==> src/rtl/pipe_pkg.sv <==
// Shared pipeline constants: control field map, per-stage payload widths, stage states.
// Optional skid buffer in pipe_stage_reg is enabled by the PIPE_STAGE_SKID_EN macro.
package pipe_pkg;

  localparam int CTRL_W         = 8;
  localparam int CTRL_ALUSRC    = 0;
  localparam int CTRL_MEMTOREG  = 1;
  localparam int CTRL_REGWRITE  = 2;
  localparam int CTRL_MEMREAD   = 3;
  localparam int CTRL_MEMWRITE  = 4;
  localparam int CTRL_BRANCH    = 5;
  localparam int CTRL_ALUOP_LSB = 6;
  localparam int CTRL_ALUOP_MSB = 7;

  // IF/ID: PC + instruction
  localparam int IFID_W  = 64 + 32;
  // ID/EX: RD1, RD2, Imm, PC, WriteReg, Opcode
  localparam int IDEX_W  = 4 * 64 + 5 + 11;
  // EX/MEM: branch target, ALU result, store data, zero, WriteReg
  localparam int EXMEM_W = 3 * 64 + 1 + 5;
  // MEM/WB: load data, ALU result, WriteReg
  localparam int MEMWB_W = 2 * 64 + 5;

  typedef enum logic [1:0] {
    EMPTY = 2'd0,
    FULL  = 2'd1,
    SKID  = 2'd2
  } pipe_state_e;

endpackage

==> src/rtl/pipe_skid_buf.sv <==
// One-entry data+ctrl holding register parked behind a stalled stage output.
// Used by pipe_stage_reg only when PIPE_STAGE_SKID_EN is defined.
module pipe_skid_buf
  import pipe_pkg::*;
#(
  parameter int DATA_W = IDEX_W,
  parameter int CTRL_W = pipe_pkg::CTRL_W
) (
  input  logic              clk,
  input  logic              rst,
  input  logic              clr,
  input  logic              load,
  input  logic              unload,
  input  logic [DATA_W-1:0] inData,
  input  logic [CTRL_W-1:0] inCtrl,
  output logic              valid,
  output logic [DATA_W-1:0] data,
  output logic [CTRL_W-1:0] ctrl
);

  // Occupancy flag: clear wins, then load, then unload.
  always_ff @(posedge clk) begin
    if (rst || clr) begin
      valid <= 1'b0;
    end else if (load) begin
      valid <= 1'b1;
    end else if (unload) begin
      valid <= 1'b0;
    end
  end

  // Payload captured on load, kept otherwise.
  always_ff @(posedge clk) begin
    if (rst) begin
      data <= '0;
      ctrl <= '0;
    end else if (load) begin
      data <= inData;
      ctrl <= inCtrl;
    end
  end

endmodule

==> src/rtl/pipe_stage_reg.sv <==
// Pipeline stage register with valid/ready, flush, bubble control-zeroing and stall counter.
// Define PIPE_STAGE_SKID_EN for a registered in_ready backed by a one-entry skid buffer.
module pipe_stage_reg
  import pipe_pkg::*;
#(
  parameter int DATA_W      = IDEX_W,
  parameter int CTRL_W      = pipe_pkg::CTRL_W,
  parameter int STALL_CNT_W = 16
) (
  input  logic                   clk,
  input  logic                   rst,
  input  logic                   flush,
  input  logic                   in_valid,
  output logic                   in_ready,
  input  logic [DATA_W-1:0]      in_data,
  input  logic [CTRL_W-1:0]      in_ctrl,
  output logic                   out_valid,
  input  logic                   out_ready,
  output logic [DATA_W-1:0]      out_data,
  output logic [CTRL_W-1:0]      out_ctrl,
  output logic [STALL_CNT_W-1:0] stall_cycles
);

  pipe_state_e state;
  pipe_state_e stateNext;

  logic outValid;
  logic accept;
  logic retire;
  logic loadIn;
  logic loadSkid;

  logic [DATA_W-1:0] dataReg;
  logic [CTRL_W-1:0] ctrlReg;
  logic [DATA_W-1:0] skidData;
  logic [CTRL_W-1:0] skidCtrl;

  logic [STALL_CNT_W-1:0] stallCnt;

  assign outValid = (state != EMPTY);
  assign accept   = in_valid & in_ready;
  assign retire   = outValid & out_ready;

`ifdef PIPE_STAGE_SKID_EN
  logic skidValid;
  logic skidLoad;
  logic skidUnload;

  assign in_ready = !rst & !skidValid;

  pipe_skid_buf #(
    .DATA_W (DATA_W),
    .CTRL_W (CTRL_W)
  ) uSkid (
    .clk    (clk),
    .rst    (rst),
    .clr    (flush),
    .load   (skidLoad),
    .unload (skidUnload),
    .inData (in_data),
    .inCtrl (in_ctrl),
    .valid  (skidValid),
    .data   (skidData),
    .ctrl   (skidCtrl)
  );
`else
  assign in_ready = !rst & (!outValid | out_ready);
  assign skidData = '0;
  assign skidCtrl = '0;
`endif

  // State register.
  always_ff @(posedge clk) begin
    if (rst) begin
      state <= EMPTY;
    end else begin
      state <= stateNext;
    end
  end

  // Next state and load strobes; flush overrides everything.
  always_comb begin
    stateNext = state;
    loadIn    = 1'b0;
    loadSkid  = 1'b0;
`ifdef PIPE_STAGE_SKID_EN
    skidLoad   = 1'b0;
    skidUnload = 1'b0;
`endif
    unique case (state)
      EMPTY: begin
        if (accept) begin
          stateNext = FULL;
          loadIn    = 1'b1;
        end
      end
      FULL: begin
        if (accept && retire) begin
          loadIn = 1'b1;
        end else if (retire) begin
          stateNext = EMPTY;
`ifdef PIPE_STAGE_SKID_EN
        end else if (accept) begin
          stateNext = SKID;
          skidLoad  = 1'b1;
`endif
        end
      end
      SKID: begin
        if (retire) begin
          stateNext = FULL;
          loadSkid  = 1'b1;
`ifdef PIPE_STAGE_SKID_EN
          skidUnload = 1'b1;
`endif
        end
      end
      default: stateNext = EMPTY;
    endcase
    if (flush) begin
      stateNext = EMPTY;
      loadIn    = 1'b0;
      loadSkid  = 1'b0;
`ifdef PIPE_STAGE_SKID_EN
      skidLoad   = 1'b0;
      skidUnload = 1'b0;
`endif
    end
  end

  // Output payload: new beat from input or from the skid entry.
  always_ff @(posedge clk) begin
    if (rst) begin
      dataReg <= '0;
      ctrlReg <= '0;
    end else if (loadIn) begin
      dataReg <= in_data;
      ctrlReg <= in_ctrl;
    end else if (loadSkid) begin
      dataReg <= skidData;
      ctrlReg <= skidCtrl;
    end
  end

  // Saturating count of stalled output cycles.
  always_ff @(posedge clk) begin
    if (rst) begin
      stallCnt <= '0;
    end else if (outValid && !out_ready && !flush) begin
      if (stallCnt != '1) begin
        stallCnt <= stallCnt + 1'b1;
      end
    end
  end

  assign out_valid    = outValid;
  assign out_data     = dataReg;
  assign out_ctrl     = outValid ? ctrlReg : '0;
  assign stall_cycles = stallCnt;

endmodule

==> config.mk <==
export PLATFORM = sky130hd
export DESIGN_NAME = pipe_stage_reg
export DESIGN_NICKNAME = d
export VERILOG_FILES = /design/src/rtl/pipe_pkg.sv /design/src/rtl/pipe_skid_buf.sv /design/src/rtl/pipe_stage_reg.sv
export SDC_FILE = /design/constraint.sdc
export NUM_CORES = 1
export LEC_CHECK = 0
export ABC_CLOCK_PERIOD_IN_PS = 4580
export BUFFER_PORTS_ARGS = -buffer_cell sky130_fd_sc_hd__buf_2
export CORE_AREA = 4 4 222 224
export DETAILED_ROUTE_END_ITERATION = 8
export DIE_AREA = 0 0 226 228
export GPL_TIMING_DRIVEN = 0
export PLACE_DENSITY_LB_ADDON = 0.2
export SYNTH_ARGS = -nofsm -noshare
export SYNTH_HDL_FRONTEND = slang
export SYNTH_HIERARCHICAL = 1
export SYNTH_SLANG_ARGS = --single-unit
==> constraint.sdc <==
create_clock -name clk -period 4.58 [get_ports clk]
set_input_delay 0.458 -clock clk [delete_from_list [all_inputs] [get_ports clk]]
set_output_delay 0.458 -clock clk [all_outputs]
set_load 0.03 [all_outputs]
Word level (Yosys, flattened, before mapping)
Cells that the tools add are included.

word-level totals
  register bits after elaboration = 298
  bits of input ports = 285
  output and inout port bits = 298
  word-level logic and storage cells = 46

operators by class
  add/sub/neg operators = 1
  eq/ne operators = 7
  muxes and demuxes = 17
  bitwise operators = 4
  reductions and logical operators = 13

operators by type and width
  cell                                            number
  2-to-1 mux 272 bit                              2
  2-to-1 mux 8 bit                                3
  adder 16 x 1 -> 16 bit (second input constant)  1
  != test 16 bit (second input constant)          1
  2-to-1 mux 2 bit                                4
  != test 2 bit (second input constant)           4
  2-to-1 mux 1 bit                                6
  one-hot mux 2 bit (3 select lines)              1
  zero test 1 bit                                 4
  AND reduction 4 bit                             1
  nonzero test 2 bit                              2
  AND 1 bit                                       3
  logical AND 1 bit                               3
  == test 2 x 1 -> 1 bit (second input constant)  1
  == test 2 bit (second input constant)           1
  zero test 2 bit                                 1
  one-hot mux 1 bit (2 select lines)              1
  AND reduction 2 bit                             1
  OR reduction 2 bit                              1
  OR 1 bit                                        1

Depth between registers and ports, before layout
  depth in word-level cells = 10
  gate-level depth with buffers = 8
  depth with buffers taken out = 5

Worst setup path after synthesis
OpenSTA, ideal clock, no wires.

  kind = flip-flop to flip-flop
  from = register state[0]
  to = register stallCnt[15] (netlist: stall_cycles[15])
  setup time = 123 ps
  arrival = 1,704 ps
  required time = 4,457 ps
  setup slack = 2,753 ps
  stages on the path, launching flop included = 6
  period minus slack after synthesis = 1,827 ps
  path through = dfxtp_1 buf_2 nor3b_2 nand3_1 nor4_1 mux2_1

on the way
  word-level cells in the longest chain between the ends = 4

ends and longest elaborated chain
  item                             RTL line               RTL
  from (decl)                      pipe_stage_reg.sv:24   pipe_state_e state;
  from (signal assigned)           pipe_stage_reg.sv:77   state <= stateNext;
  nonzero test 2 bit               pipe_stage_reg.sv:40   assign outValid = (state != EMPTY);
  logical AND 1 bit (2 in series)  pipe_stage_reg.sv:149  end else if (outValid && !out_ready && !flush) begin
  AND reduction 2 bit (no line)    -
  to (signal assigned)             pipe_stage_reg.sv:151  stallCnt <= stallCnt + 1'b1;
  to (decl)                        pipe_stage_reg.sv:38   logic [STALL_CNT_W-1:0] stallCnt;

Every way passes these cells.
A chain may end at the register's enable or synchronous reset.

Worst setup path after layout
  from = input port rst
  to = output port in_ready

on the way
  word-level cells in the longest chain between the ends = 2

ends and longest elaborated chain
  item             RTL line              RTL
  from (decl)      pipe_stage_reg.sv:11  input logic rst,
  zero test 1 bit  pipe_stage_reg.sv:67  assign in_ready = !rst & (!outValid | out_ready);
  AND 1 bit        pipe_stage_reg.sv:67
  to (decl)        pipe_stage_reg.sv:14  output logic in_ready,

Every way passes these cells.

==> out/qor.csv <==
stage;metric;value;unit
outcome;status;finished clean;
worst_setup_path;Crit Path Max Fanout;10;
synthesis;synthesized cell area;10600;um^2
clock_network;CTS Buffer Depth;3;
finish;share of cells above drive strength 1;35.4;%
timing;minimum clock period;2.51;ns
finish;Nets;2234;
synthesis;Yosys cell types;34;
timing;Setup TNS;0;ns
hold_path;WHS Endpoint;out_data[60];
global_routing;first-pass GRT wire length;66600;um
placement;DP HPWL;35200;um
synthesis;Post-Syn Instances;1326;
clock_network;CTS tree;built;
finish;area delta synth->final;46.5;%
worst_setup_path;R2R depth;7;
hold_path;hold path cells;3;
floorplanning;I/O pins;583;
worst_setup_path;Worst R2R Start;state[0];
synthesis;number of synthesized flops with an enable pin;0;
power_and_ir_drop;worst vdd ir;0.246;mV
floorplanning;die area;51500;um^2
hold_path;Min-Delay Path Class;in -> reg;
synthesis;syn nets;1612;
finish;Cell Count, Final, Fillers Out;2594;
timing;actual slew at the worst max-slew pin;0.945;ns
clock_network;setup bufs post-CTS;0;
clock_network;Clk Latency, worst-skew pair;0.52;ns
synthesis;syn avg cell area;8.00;um^2
global_routing;met1 Use GR;18.6;%
global_routing;GR Util met2;29.3;%
global_routing;GR Util met3;5.40;%
placement;GP Congestion;0.857;
synthesis;top cells by area, synth;dfxtp_1 56%, nand2_1 20%, a21oi_1 14%, buf_6 2.3%, buf_2 1.6%;
timing;Fin Clk Skew;0.00910;ns
synthesis;ys async rst share;0;%
finish;most frequent cells in the layout;616 x buf_2, 566 x nand2_1, 297 x dfxtp_1;
clock_network;Clock Pin Slew Worst Setup and Hold Paths;0.05;ns
global_routing;largest net degree at the start of global routing;12;
clock_network;root buffer cell;clkbuf_16;
power_and_ir_drop;Pint;0.00469;W
synthesis;Yosys top cell area share;56.0;%
synthesis;Synth Flop Type;dfxtp_1;
routing;via count of the routed design;11157;
clock_network;number of buffers created by CTS;38;
worst_setup_path;terminus of the critical flop-to-flop path;out_data[257];
finish;most common cell after layout, fill and taps aside;buf_2;
worst_setup_path;critical path type;in -> out;
power_and_ir_drop;Leak;7.02;nW
timing;Final Hold Fails;0;
clock_network;Post-CTS Hold Buffers;0;
placement;PortBufs;582;
timing;RSZ-0062 raised after global routing;no;
global_routing;GRT Util Overall;16.5;%
run;max cap viols;0;
worst_setup_path;Worst EP required;4.12;ns
worst_setup_path;Worst EP arrival;2.05;ns
synthesis;synth warn;6;
synthesis;Synth area leader;dfxtp_1;
global_routing;global route overflow;0;
global_routing;initial antenna violation count;10;
routing;Final ANT Viol Nets;0;
clock_network;clk sinks;297;
timing;Period Utilization, post-route;54.9;%
routing;wire length per cell;17.4;um
global_routing;grt peak-use layer;met2;
worst_setup_path;critical path capture point type;primary output;
timing;Rel. slew slack;37.0;%
floorplanning;Initial Util;22.4;%
floorplanning;Die Wd;226;um
timing;Final Setup Violations;0;
timing;Slew Limit Fails;0;
power_and_ir_drop;PwrDens;404;nW/um^2
floorplanning;FP Rows;80;
power_and_ir_drop;Sw Ratio;25.4;%
clock_network;H-tree Lvls;2;
worst_setup_path;Critical Path Source;rst;
power_and_ir_drop;switching pwr;0.00160;W
worst_setup_path;CP startpoint kind;input port;
power_and_ir_drop;Clock Power Share;46.6;%
synthesis;sequential cell area fraction in the yosys report;56.0;%
routing;DRC;0;
global_routing;vias in the first global route;11112;
clock_network;cts repair resizes;0;
floorplanning;Core Area;47300;um^2
power_and_ir_drop;Seq pwr share;43.1;%
synthesis;FF+latch count, synth;297;
power_and_ir_drop;Comb power frac;10.3;%
floorplanning;Die Ht;228;um
routing;DRT Wirelength;45000;um
routing;drt pass-1 iters;5;
hold_path;Worst Min Path Start;in_data[60];
worst_setup_path;r2r setup slk;2.44;ns
timing;FMAX;0.398;GHz
finish;Fill cells;5216;
routing;DR iter-0 viols;403;
routing;vias per cell;4.30;
placement;DP Cell Count;2523;
registers in the layout (all words and copies together) (netlist names):
name and cells:
ctrlReg 8, out_data 272, state 1, stall_cycles 16
cell families (layout without fill, tap and decap cells):
logic type	Yosys count	after routing	share of synthesized area, %
buffers and inverters	100	748	5.57
multiplexers	2	2	0.212
AO/OA/AOI/OAI	305	305	14.6
AND/OR/NAND/NOR	620	620	23.4
adder cells (fa/ha/maj)	1	1	0.118
flip-flops	297	297	56.0
other	0	5	0
XOR/XNOR	1	1	0.0826
cells in the mapped netlist, types with 2 or more instances:
master	instances
and2_1	8
mux2_1	2
nor4_1	3
or3_1	6
nand4_1	4
and3_1	4
nor2_1	6
a21oi_1	292
clkbuf_1	40
o21ai_0	3
o31ai_1	6
nand3_1	3
buf_4	2
nand2_1	566
nor3_1	4
and4_1	2
buf_6	22
dfxtp_1	297
nor2b_1	3
or4_1	5
o21ai_1	2
buf_2	34
through the flow:
step                total power (W)  util [%]  cell area, um^2  worst slack, ns  hold WS, ns
floorplan                   0.00311         -            10600             2.75        0.432
global placement            0.00341      30.2            14300             1.90        0.438
detailed placement          0.00342      30.2            14300             1.90        0.442
CTS                         0.00640      32.8            15500             1.89        0.117
global route                0.00656      32.8            15500             1.83        0.133
finish                      0.00628      32.8            15500             2.07        0.164
routing by layer:
metal / wire length, um / vias to the layer above
met3: 3850 / 80
li1: - / 5566
met5: 58 / -
met4: 1260 / 8
met2: 22300 / 418
met1: 17600 / 5085
power groups by stage:
| stage | clock (W) | sequential [W] | combinational (W) |
|---|---|---|---|
| 2_1_floorplan | 0 | 0.00292 | 0.000194 |
| 3_3_place_gp | 0 | 0.00276 | 0.000654 |
| 3_5_place_dp | 0 | 0.00276 | 0.000658 |
| 4_1_cts | 0.00303 | 0.00271 | 0.000660 |
| 5_1_grt | 0.00314 | 0.00272 | 0.000704 |
| 6_report | 0.00293 | 0.00271 | 0.000647 |
final cells by class:
class	instances	area, um^2	area share (%)
clock buffers	58	1160	7.46
flip-flops and latches	297	5950	38.3
multi-input cells	929	4080	26.2
repair buffers	582	2910	18.7
plain buffers	99	587	3.78
diodes	5	12.5	0.0805
clock inverters	8	76.3	0.491
inverters	1	3.75	0.0242
well taps	615	769	4.95
critical path, stage by stage:
cell and delay, ns:
buf_2 0.13, clkbuf_1 0.39, clkbuf_1 0.68, nor2_1 0.16, buf_2 0.23
worst max-delay path by stage:
stage | end | slack (ns)
floorplan | stall_cycles[15] | 2.75
global placement | in_ready | 1.90
detailed placement | in_ready | 1.90
CTS | in_ready | 1.89
global route | in_ready | 1.83
finish | in_ready | 2.07
(Power assumes the default switching activity.)
